## src/rtl/seq_divider.sv

```systemverilog
// seq_divider: multi-cycle signed restoring divider, one 33-bit trial subtract per cycle,
// quotient truncated toward zero and remainder signed like the dividend.
module seq_divider #(
    parameter int WIDTH = 32
) (
    input  logic             clk,
    input  logic             clr,
    input  logic             start,
    input  logic [WIDTH-1:0] A,
    input  logic [WIDTH-1:0] B,
    output logic             busy,
    output logic             done,
    output logic [WIDTH-1:0] Quotient,
    output logic [WIDTH-1:0] Remainder,
    output logic             dbz
);
    localparam int CW = $clog2(WIDTH);
    typedef enum logic [1:0] {IDLE, RUN, FIX} state_t;
    state_t state_q, state_d;
    logic [WIDTH-1:0] rem_q, rem_d, quo_q, quo_d, div_q, div_d, a_q, a_d, q_q, q_d, r_q, r_d;
    logic sa_q, sa_d, sb_q, sb_d, bz_q, bz_d, done_q, done_d, dbz_q, dbz_d;
    logic [CW-1:0] cnt_q, cnt_d;
    logic [WIDTH:0] trial;
    // Dividend magnitude rides in quo and shifts into rem one bit per iteration.
    always_comb begin
        state_d = state_q;
        rem_d   = rem_q;
        quo_d   = quo_q;
        div_d   = div_q;
        a_d     = a_q;
        q_d     = q_q;
        r_d     = r_q;
        sa_d    = sa_q;
        sb_d    = sb_q;
        bz_d    = bz_q;
        dbz_d   = dbz_q;
        cnt_d   = cnt_q;
        done_d  = 1'b0;
        trial   = {rem_q, quo_q[WIDTH-1]} - {1'b0, div_q};
        case (state_q)
            IDLE: if (start) begin
                state_d = RUN;
                a_d     = A;
                sa_d    = A[WIDTH-1];
                sb_d    = B[WIDTH-1];
                quo_d   = A[WIDTH-1] ? -A : A;
                div_d   = B[WIDTH-1] ? -B : B;
                bz_d    = (B == '0);
                rem_d   = '0;
                cnt_d   = '0;
            end
            RUN: begin
                rem_d   = trial[WIDTH] ? {rem_q[WIDTH-2:0], quo_q[WIDTH-1]} : trial[WIDTH-1:0];
                quo_d   = {quo_q[WIDTH-2:0], ~trial[WIDTH]};
                cnt_d   = cnt_q + 1'b1;
                state_d = (cnt_q == CW'(WIDTH - 1)) ? FIX : RUN;
            end
            FIX: begin
                state_d = IDLE;
                done_d  = 1'b1;
                dbz_d   = bz_q;
                q_d     = bz_q ? '1 : ((sa_q ^ sb_q) ? -quo_q : quo_q);
                r_d     = bz_q ? a_q : (sa_q ? -rem_q : rem_q);
            end
            default: state_d = IDLE;
        endcase
    end
    always_ff @(posedge clk or posedge clr) begin
        if (clr) begin
            state_q <= IDLE;
            rem_q   <= '0;
            quo_q   <= '0;
            div_q   <= '0;
            a_q     <= '0;
            q_q     <= '0;
            r_q     <= '0;
            sa_q    <= 1'b0;
            sb_q    <= 1'b0;
            bz_q    <= 1'b0;
            dbz_q   <= 1'b0;
            done_q  <= 1'b0;
            cnt_q   <= '0;
        end else begin
            state_q <= state_d;
            rem_q   <= rem_d;
            quo_q   <= quo_d;
            div_q   <= div_d;
            a_q     <= a_d;
            q_q     <= q_d;
            r_q     <= r_d;
            sa_q    <= sa_d;
            sb_q    <= sb_d;
            bz_q    <= bz_d;
            dbz_q   <= dbz_d;
            done_q  <= done_d;
            cnt_q   <= cnt_d;
        end
    end
    assign busy      = (state_q != IDLE);
    assign done      = done_q;
    assign Quotient  = q_q;
    assign Remainder = r_q;
    assign dbz       = dbz_q;
endmodule

```

## config.mk

```make
export PLATFORM = sky130hd
export DESIGN_NAME = seq_divider
export DESIGN_NICKNAME = d
export VERILOG_FILES = /design/src/rtl/seq_divider.sv
export SDC_FILE = /design/constraint.sdc
export NUM_CORES = 1
export LEC_CHECK = 0
export ABC_CLOCK_PERIOD_IN_PS = 6800
export CORE_MARGIN = 3
export CORE_UTILIZATION = 52
export DETAILED_ROUTE_END_ITERATION = 8
export PLACE_DENSITY = 0.77
export SETUP_SLACK_MARGIN = 0.5
export SLEW_MARGIN = 10
export SYNTH_ARGS = -nofsm -noshare
export SYNTH_HDL_FRONTEND = slang
export SYNTH_SLANG_ARGS = --single-unit
```

## constraint.sdc

```tcl
create_clock -name clk -period 6.8 [get_ports clk]
set_clock_uncertainty 0.1 [all_clocks]
set_input_delay 1.36 -clock clk [delete_from_list [all_inputs] [get_ports clk]]
set_output_delay 1.36 -clock clk [all_outputs]
set_load 0.02 [all_outputs]
```

==> metrics.md <==
| Metric | Value |
|---|---|
| Most frequent cell after synthesis | `nand2_1` |
| DR vias | `10700` |
| GP Congestion | `0.875` |
| Endpoints failing hold | `0` |
| Clock Latency Late Sink | `520 ps` |
| Setup Fix Bufs, Post-CTS | `0` |
| Synth async-reset ratio | `100%` |
| WL/cell | `16.4 um` |
| Vias in the first global route | `10200` |
| Final setup vio count | `0` |
| Global-route wire length before repair | `50.8 mm` |
| # rows | `55` |
| CP Class | `in -> reg` |
| Reg2Reg Capture Point | `rem_q[5]` |
| Relative slew slack | `23.0%` |
| Initial Utilization | `53.7%` |
| Post-cts resize count | `0` |
| Chip Width | `160 um` |
| Initial antenna violation count | `0` |
| Post-synth EDFFs | `0` |
| RSZ-0062 raised after global routing | `false` |
| Worst hold stages | `2` |
| P&R area growth vs syn | `19.1%` |
| Pwr/cell area | `515 nW/um2` |
| Hold endpoint | `dbz` |
| Syn Nets | `1544` |
| CP max stage delay | `850 ps` |
| VDD IR-drop max | `0.244 mV` |
| CORE AREA | `23000 um2` |
| Crit-path max FO | `6` |
| Num ports | `134` |
| Die footprint | `25600 um2` |
| Total Wirelength | `30.7 mm` |
| Critical Path AT | `4260 ps` |
| Placed inst area | `13900 um2` |
| Yosys cell types | `70` |
| Worst-path clk slew | `60 ps` |
| H-tree Lvls | `1` |
| Max-cap viol count | `0` |
| Ys flop type | `dfrtp_1` |
| Status | `finished clean` |
| Fin Setup TNS | `0 ps` |
| Chip Height | `160 um` |
| Synth Area per Inst | `8.58 um2` |
| CP Capture Type | `flop` |
| Area share of the largest cell type after synthesis | `41.2%` |
| Hold Path Origin | `dbz` |
| Max Root-Sink Buffers | `3` |
| CTS tree | `yes` |
| Seq/Total Area, Yosys | `41.2%` |
| Worst-Margin Slew | `1150 ps` |
| Grt total ovfl | `0` |
| Total Nets Final | `1643` |
| # DRC | `0` |
| Leakage | `6.39 nW` |
| Kind of cell adding the most delay to the critical path | `simple AND/OR/NAND/NOR gates` |
| Seq cells post-synth | `203` |
| Worst setup SP type | `primary input` |
| Layout cells sized above 1 | `5.09%` |
| Max Fclk | `251 MHz` |
| Tmin final | `3980 ps` |
| ANT cells | `0` |
| Final Cell Area | `14700 um2` |
| Num CTS Buffers | `24` |
| Mapped cell area | `12300 um2` |
| CP cell instances | `clkdlybuf4s50_1 > nor4_1 > nand4_1 > or4_4 > o31ai_1 > xor2_1 > o21ai_1` |
| CP Buf/Inv Count | `1` |
| Starting DRC count in detailed routing | `781` |
| Worst R2R Setup Slack | `2950 ps` |
| Slew Limit Fails | `0` |
| Critical Path RT | `7070 ps` |
| Total track usage | `23.5%` |
| I/O Buffers | `133` |
| Synth Instances | `1438` |
| Reg2Reg Depth | `13` |
| RR Startpoint | `quo_q[31]` |
| Slowest CP cell | `nor4_1` |
| Yosys Warn Count | `0` |
| Top cell type by total area after synthesis | `dfrtp_1` |
| TritonCTS Sinks | `203` |
| 1st-pass router iterations | `5` |
| Post-DP HPWL | `22.1 mm` |
| Largest net degree at the start of global routing | `117` |
| Vias per cell | `5.73` |
| Hold slack | `375 ps` |
| Crit share post-route | `58.6%` |
| Hold Path Class | `reg -> reg` |
| Area contributors post-synth | `dfrtp_1, nand2_1, xor2_1` |
| Root buf cell | `clkbuf_16` |
| Post-DRT Antenna Nets | `0` |
| Hold buffers post-CTS | `0` |
| Commonest cells post-synth | `nand2_1, dfrtp_1, o21ai_0` |
state kept, by name, indices dropped and copies added (netlist names):
signal     flops
a_q           32
cnt_q          5
quo_q         32
dbz            1
done           1
rem_q         32
Quotient      32
Remainder     32
bz_q           1
sb_q           1
state_q        2
div_q         32
stage by stage:
stage               total power [mW]  setup WS (ps)  std cells  util, %
finish                          7.56           2820       1866     63.9
global route                    8.21           2720       1866     63.9
CTS                             7.56           2880       1866     63.9
detailed placement              6.23           2380       1824     60.4
global placement                6.12           2470       1824     60.4
floorplan                       5.25           2710       1438        -
worst max path at each step:
stage                      from          end  cells after the start
after floorplan             clr  Quotient[0]                      1
after CTS                 A[10]    quo_q[27]                      8
final                      A[6]    quo_q[27]                      7
after global routing       A[7]    quo_q[27]                      7
after detailed placement  A[10]    quo_q[27]                      8
after global placement    A[10]    quo_q[25]                      8
routing by layer:
metal | GRT usage (%) | wire, um | share of wire, % | vias up
li1 | - | - | - | 5267
met1 | 31.6 | 13400 | 44 | 5031
met2 | 40.4 | 14800 | 48 | 352
met3 | 3.42 | 1970 | 6.4 | 38
met4 | 5.44 | 508 | 1.7 | 0
met5 | 0 | 0 | 0 | -
logic make-up after synthesis:
kind of cell | synth area share, %
multiplexers | 0.487
XOR/XNOR | 10.4
buffers and inverters | 4.32
adder cells (fa/ha/maj) | 4.02
AND/OR/NAND/NOR | 17.9
flip-flops | 41.2
AO/OA/AOI/OAI | 21.7
cell type report:
type	count	area, um2
Clock inverter	6	82.6
Timing Repair Buffer	149	1460
Fill cell	1946	8290
Tap cell	313	392
Multi-Input combinational cell	1104	6750
Clock buffer	36	717
Sequential cell	203	5080
Inverter	55	210
worst register-to-register path: cells and delay by family (launching register included):
family / cells / cell delay (ps)
AOI/OAI and AO/OA: 7 / 1520
and+or+nand+nor: 2 / 820
adders and majority gates: 2 / 650
DFF: 1 / 350
buffers and inverters: 2 / 350
power by group:
part | internal, mW | switching (mW)
logic | 1.77 | 2.33
clock network | 0.799 | 0.492
registers | 1.67 | 0.502
placed cells by master, fill, tap and decap left out, drive strengths merged, types with 3 or more instances in the layout:
master,Yosys,final
a211oi,6,6
nand3,37,37
o41ai,14,14
nor2b,6,6
o211ai,18,18
or3,14,14
or4,8,8
xor2,96,96
nor3,14,14
and2,7,7
a31oi,5,5
nor4,18,18
a32oi,7,7
nand4,6,6
o221ai,3,3
o21ai,165,165
xnor2,50,50
o311ai,3,3
nand2,228,228
nand2b,23,23
a21boi,4,4
inv,54,53
nor2,96,96
clkinv,1,4
a21oi,105,105
or2,5,5
clkbuf,63,36
a311oi,3,3
and3,15,15
mux2i,6,6
clkdlybuf4s50,0,133
o31ai,24,24
a211o,3,3
a21o,15,15
a221o,13,13
dfrtp,203,203
buf,12,16
nand3b,3,3
a22oi,29,29
ha,38,38
Note: power is estimated with default switching activity, not from simulation.
==> RTL edit 1: new RTL, same settings <==
Change the parameter `WIDTH` from 32 to 16.
--- a/src/rtl/seq_divider.sv
+++ b/src/rtl/seq_divider.sv
@@ -3,3 +3,3 @@
 module seq_divider #(
-    parameter int WIDTH = 32
+    parameter int WIDTH = 16
 ) (
Ports: changed (resized A, B, Quotient and Remainder); port bits go from 134 to 70. No check against the original RTL was run, so the function may have changed too.
==> RTL edit 1 against the original RTL <==
  * Worst setup slack gained 0.054 ns
  * Cell area shrank 50%
  * Hold slack gained 0.0037 ns
  * Sequential cell count shrank 97
  * Synthesized area shrank 49%
  * Total power shrank 52%
  * Clock power shrank 60%
  * Routed wire length shrank 51%
==> RTL edit 1: results (changes against the original RTL) <==
maximum count of clock buffers along a single path=2 (was 3); routability cong.=0.909 (was 0.875); Peak VDD IR=0.000252 V (was 0.000244 V); slew of the pin with the lowest slew margin=1.24 ns (was 1.15 ns); cell family contributing the most delay on the critical path=compound AO/OA/AOI/OAI gates (was simple AND/OR/NAND/NOR gates); sequential share of cell area=36.2% (was 34.6%); port bufs=69 (was 133); GRT Total Usage=23.2% (was 23.5%); clock transition at the register clock pins on the worst setup and hold paths after CTS=0.08 ns (was 0.06 ns); worst min-delay path endpoint=div_q[4] (was dbz); Setup Slack @ Placement=2.65 ns (was 2.38 ns); Clk network pwr share=14.1% (was 17.1%); adder-cell area share of the yosys netlist=4.51% (was 4.02%); type of the setup path with the least slack=reg2reg (was in2reg); Post-DP HPWL=11100 um (was 22100 um); proportion of final cell area spent on non-clock buffers=9.73% (was 9.96%); number of different library cells in the post-synthesis netlist=58 (was 70); ranking of synthesized cells by instance count=128 x sky130_fd_sc_hd__nand2_1, 106 x sky130_fd_sc_hd__dfrtp_1, 77 x sky130_fd_sc_hd__o21ai_0 (was 227 x sky130_fd_sc_hd__nand2_1, 203 x sky130_fd_sc_hd__dfrtp_1, 143 x sky130_fd_sc_hd__o21ai_0); proportion of cell area spent on the clock network=3.89% (was 5.44%); worst hold start=div_q[4] (was dbz); Crit path largest cell delay=0.74 ns (was 0.85 ns); cell with the largest stage delay on the worst path=sky130_fd_sc_hd__a2111oi_0 (was sky130_fd_sc_hd__nor4_1); maximum fanout encountered on the critical timing path=20 (was 6); cell depth of the worst hold path=2 (unchanged); maximum number of pins on one net before global-route repair=63 (was 117); Clock Latency Late Sink=0.35 ns (was 0.52 ns); outcome=finished, final reports clean (unchanged); data arrival time of the worst path=4.12 ns (was 4.26 ns); layout cells sized above 1=4.25% (was 5.09%); total number of nets in the final design=829 (was 1643); worst-case register-to-register setup slack=2.87 ns (was 2.95 ns); Synth Area in Compound Gates=20.5% (was 21.7%); Synth Area in XOR/XNOR=9.08% (was 10.4%); wire length of the first global-routing pass=24800 um (was 50800 um); number of vias per cell=5.89 (was 5.73); net switching power of the design=0.00160 W (was 0.00332 W); Initial DRC Count=445 (was 781); Comb power=0.00197 W (was 0.00410 W); number of clock sinks=106 (was 203); via count of the first global-routing pass=5053 (was 10200); worst reg2reg startpoint=quo_q[15] (was quo_q[31]); total number of multi-input combinational cells=549 (was 1104); fill cell count=1004 (was 1946); portion of the post-synthesis area used by sequential elements=42.3% (was 41.2%); synthesized net count=781 (was 1544); end of the worst register-to-register path=rem_q[7] (was rem_q[5]); count of H-tree levels built during CTS=3 (was 1); worst reg-to-reg path cell count=10 (was 13); mux contribution to synthesized area=2.55% (was 0.487%)
## RTL edit 1: cell count changes in the layout (fill, tap and decap cells not counted), moves of 21 or more
cell	delta
sky130_fd_sc_hd__xor2_1	-64
sky130_fd_sc_hd__a21oi_1	-54
sky130_fd_sc_hd__o21ai_1	-21
sky130_fd_sc_hd__clkdlybuf4s50_1	-64
sky130_fd_sc_hd__nand2_1	-98
sky130_fd_sc_hd__inv_1	-22
sky130_fd_sc_hd__dfrtp_1	-96
sky130_fd_sc_hd__nor2_1	-49
sky130_fd_sc_hd__nand3_1	-33
sky130_fd_sc_hd__o21ai_0	-66
## RTL edit 1: stage by stage
| stage | area, sq um | power [W] | hold WS (ns) | cells | utilization, % |
|---|---|---|---|---|---|
| after floorplan | 6270 | 0.00263 | 0.343 | 724 | - |
| after global placement | 7040 | 0.00301 | 0.355 | 904 | 60.6 |
| after detailed placement | 7040 | 0.00311 | 0.364 | 904 | 60.6 |
| after CTS | 7330 | 0.00362 | 0.383 | 920 | 63.1 |
| after global routing | 7330 | 0.00395 | 0.396 | 920 | 63.1 |
| final | 7330 | 0.00363 | 0.379 | 920 | 63.1 |
## RTL edit 1: how the worst max path moves through the flow
stage / endpoint / slack (ns) / cells past startpoint
floorplan: Quotient[0] / 2.55 / 1
global placement: quo_q[15] / 2.75 / 7
detailed placement: quo_q[15] / 2.65 / 7
CTS: rem_q[7] / 2.94 / 10
global route: rem_q[7] / 2.58 / 10
finish: rem_q[7] / 2.87 / 10
## RTL edit 1: routing by layer
metal	track usage, %	part of all wire (%)	vias up
met2	37.6	47	178
li1	-	-	2641
met3	3.50	6.2	22
met5	0	0	-
met1	31.6	45	2575
met4	8.58	2.1	0
==> RTL edit 2: new RTL, same flow settings <==
Without the edit above. Add an input register stage for `start`, `A` and `B`; this delays them by one clock.
--- a/src/rtl/seq_divider.sv
+++ b/src/rtl/seq_divider.sv
@@ -18,2 +18,13 @@
     typedef enum logic [1:0] {IDLE, RUN, FIX} state_t;
+
+    logic start_q;
+    logic [WIDTH-1:0] A_q;
+    logic [WIDTH-1:0] B_q;
+
+    always_ff @(posedge clk) begin
+        start_q <= start;
+        A_q     <= A;
+        B_q     <= B;
+    end
+
     state_t state_q, state_d;
@@ -40,10 +51,10 @@
         case (state_q)
-            IDLE: if (start) begin
+            IDLE: if (start_q) begin
                 state_d = RUN;
-                a_d     = A;
-                sa_d    = A[WIDTH-1];
-                sb_d    = B[WIDTH-1];
-                quo_d   = A[WIDTH-1] ? -A : A;
-                div_d   = B[WIDTH-1] ? -B : B;
-                bz_d    = (B == '0);
+                a_d     = A_q;
+                sa_d    = A_q[WIDTH-1];
+                sb_d    = B_q[WIDTH-1];
+                quo_d   = A_q[WIDTH-1] ? -A_q : A_q;
+                div_d   = B_q[WIDTH-1] ? -B_q : B_q;
+                bz_d    = (B_q == '0);
                 rem_d   = '0;
Check against the original RTL: not equivalent (a bounded check fails within 4 cycles, from zero or initial values).
==> RTL edit 2 against the original RTL <==
  * Global-route usage grew 0.17 points
  * Largest power group unchanged
  * Worst setup slack improved by 0.13 ns
  * Clock power increased by 26%
  * Synthesized area increased by 12%
  * Via count up 7.3%
  * Die area up 12%
  * Hold slack gained 0.0013 ns
  * Critical path depth is 5 higher
  * Total power up 14%
  * Sequential cell count rose by 65
  * Routed wire length up 13%
  * Cell area increased by 12%
==> RTL edit 2: results (changes against the original RTL) <==
outcome=finished, final reports clean (unchanged); maximum number of pins on one net before global-route repair=94 (was 117); worst min-delay path endpoint=a_q[14] (was dbz); met1 routing resource usage after global routing=34.1% (was 31.6%); adder-cell area share of the yosys netlist=3.58% (was 4.02%); data arrival time of the worst path=4.21 ns (was 4.26 ns); synth top area cells=sky130_fd_sc_hd__dfrtp_1 37%, sky130_fd_sc_hd__dfxtp_1 9.4%, sky130_fd_sc_hd__nand2_1 6.6% (was sky130_fd_sc_hd__dfrtp_1 41%, sky130_fd_sc_hd__nand2_1 6.9%, sky130_fd_sc_hd__xor2_1 6.8%); Crit path largest cell delay=0.56 ns (was 0.85 ns); Post-DP HPWL=24500 um (was 22100 um); Setup Slack @ Placement=2.99 ns (was 2.38 ns); portion of the post-synthesis area used by sequential elements=46.1% (was 41.2%); Synth Area in Compound Gates=18.7% (was 21.7%); met3 wire length=2070 um (was 1970 um); mean area per synthesized cell=8.97 sq um (was 8.58 sq um); post-synth top area share=36.7% (was 41.2%); Comb power=0.00431 W (was 0.00410 W); first-pass iteration count of the detailed router=6 (was 5); maximum fanout encountered on the critical timing path=44 (was 6); GRT Total Usage=23.7% (was 23.5%); Cell Count Post-Placement=1945 (was 1824); ranking of synthesized cells by instance count=243 x sky130_fd_sc_hd__nand2_1, 203 x sky130_fd_sc_hd__dfrtp_1, 165 x sky130_fd_sc_hd__o21ai_0 (was 227 x sky130_fd_sc_hd__nand2_1, 203 x sky130_fd_sc_hd__dfrtp_1, 143 x sky130_fd_sc_hd__o21ai_0); final worst hold slack=0.376 ns (was 0.375 ns); cell-internal power=0.00490 W (was 0.00424 W); switching power share of the total=43.3% (was 44.0%); synthesized net count=1648 (was 1544); cell with the largest stage delay on the worst path=sky130_fd_sc_hd__o41ai_2 (was sky130_fd_sc_hd__nor4_1); count of non-filler cells in the finished layout=1999 (was 1866); Peak VDD IR=0.000237 V (was 0.000244 V); number of different library cells in the post-synthesis netlist=69 (was 70); worst-case register-to-register setup slack=2.95 ns (about the same); end point of the critical path=rem_q[27] (was quo_q[27]); fraction of registers with async set/reset=75.7% (was 100%); Flop pwr share=31.3% (was 28.7%); mux contribution to synthesized area=1.81% (was 0.487%); via count of the first global-routing pass=10800 (was 10200); routing usage on met3=3.00% (was 3.42%); routability cong.=0.903 (was 0.875); wire length of the first global-routing pass=56300 um (was 50800 um); clock buffer count from CTS=29 (was 24); post-place instance area=15400 sq um (was 13900 sq um); leakage power summed over all cells=7.18 nW (was 6.39 nW); worst max-slew margin expressed relative to the limit=19.2% (was 23.0%); Period Utilization, post-route=56.7% (was 58.6%); number of vias per cell=5.73 (about the same); end of the worst register-to-register path=rem_q[27] (was rem_q[5]); worst hold start=a_q[14] (was dbz); total number of nets in the final design=1747 (was 1643); Synth Area in XOR/XNOR=8.99% (was 10.4%)
## RTL edit 2: changes by cell type after synthesis, sizes merged, moves of 7 or more
cell    unedited run  this run
o21ai            165       185
and3              15         3
or4                8        19
o21a               0         7
a31oi              5        14
nor2              96       112
dfxtp              0        65
a32oi              7         0
a221o             13         0
nand2            228       243
o211ai            18         1
mux2i              6        25
## RTL edit 2: worst max-delay path: cells and delay by family (launching register included)
| family | cells | cell delay, ns |
|---|---|---|
| compound gates | 5 | 1.47 |
| xor+xnor | 1 | 0.17 |
| fa+ha+maj | 2 | 0.62 |
| buf+inv | 2 | 0.56 |
| flops | 1 | 0.36 |
| simple gates | 2 | 0.48 |
## RTL edit 2: area by class of cell
type / instances / area (sq um)
Sequential cell: 268 / 6380
Inverter: 52 / 199
Fill cell: 2190 / 9700
Tap cell: 335 / 419
Multi-Input combinational cell: 1143 / 6980
Clock inverter: 18 / 188
Timing Repair Buffer: 147 / 1450
Clock buffer: 36 / 812
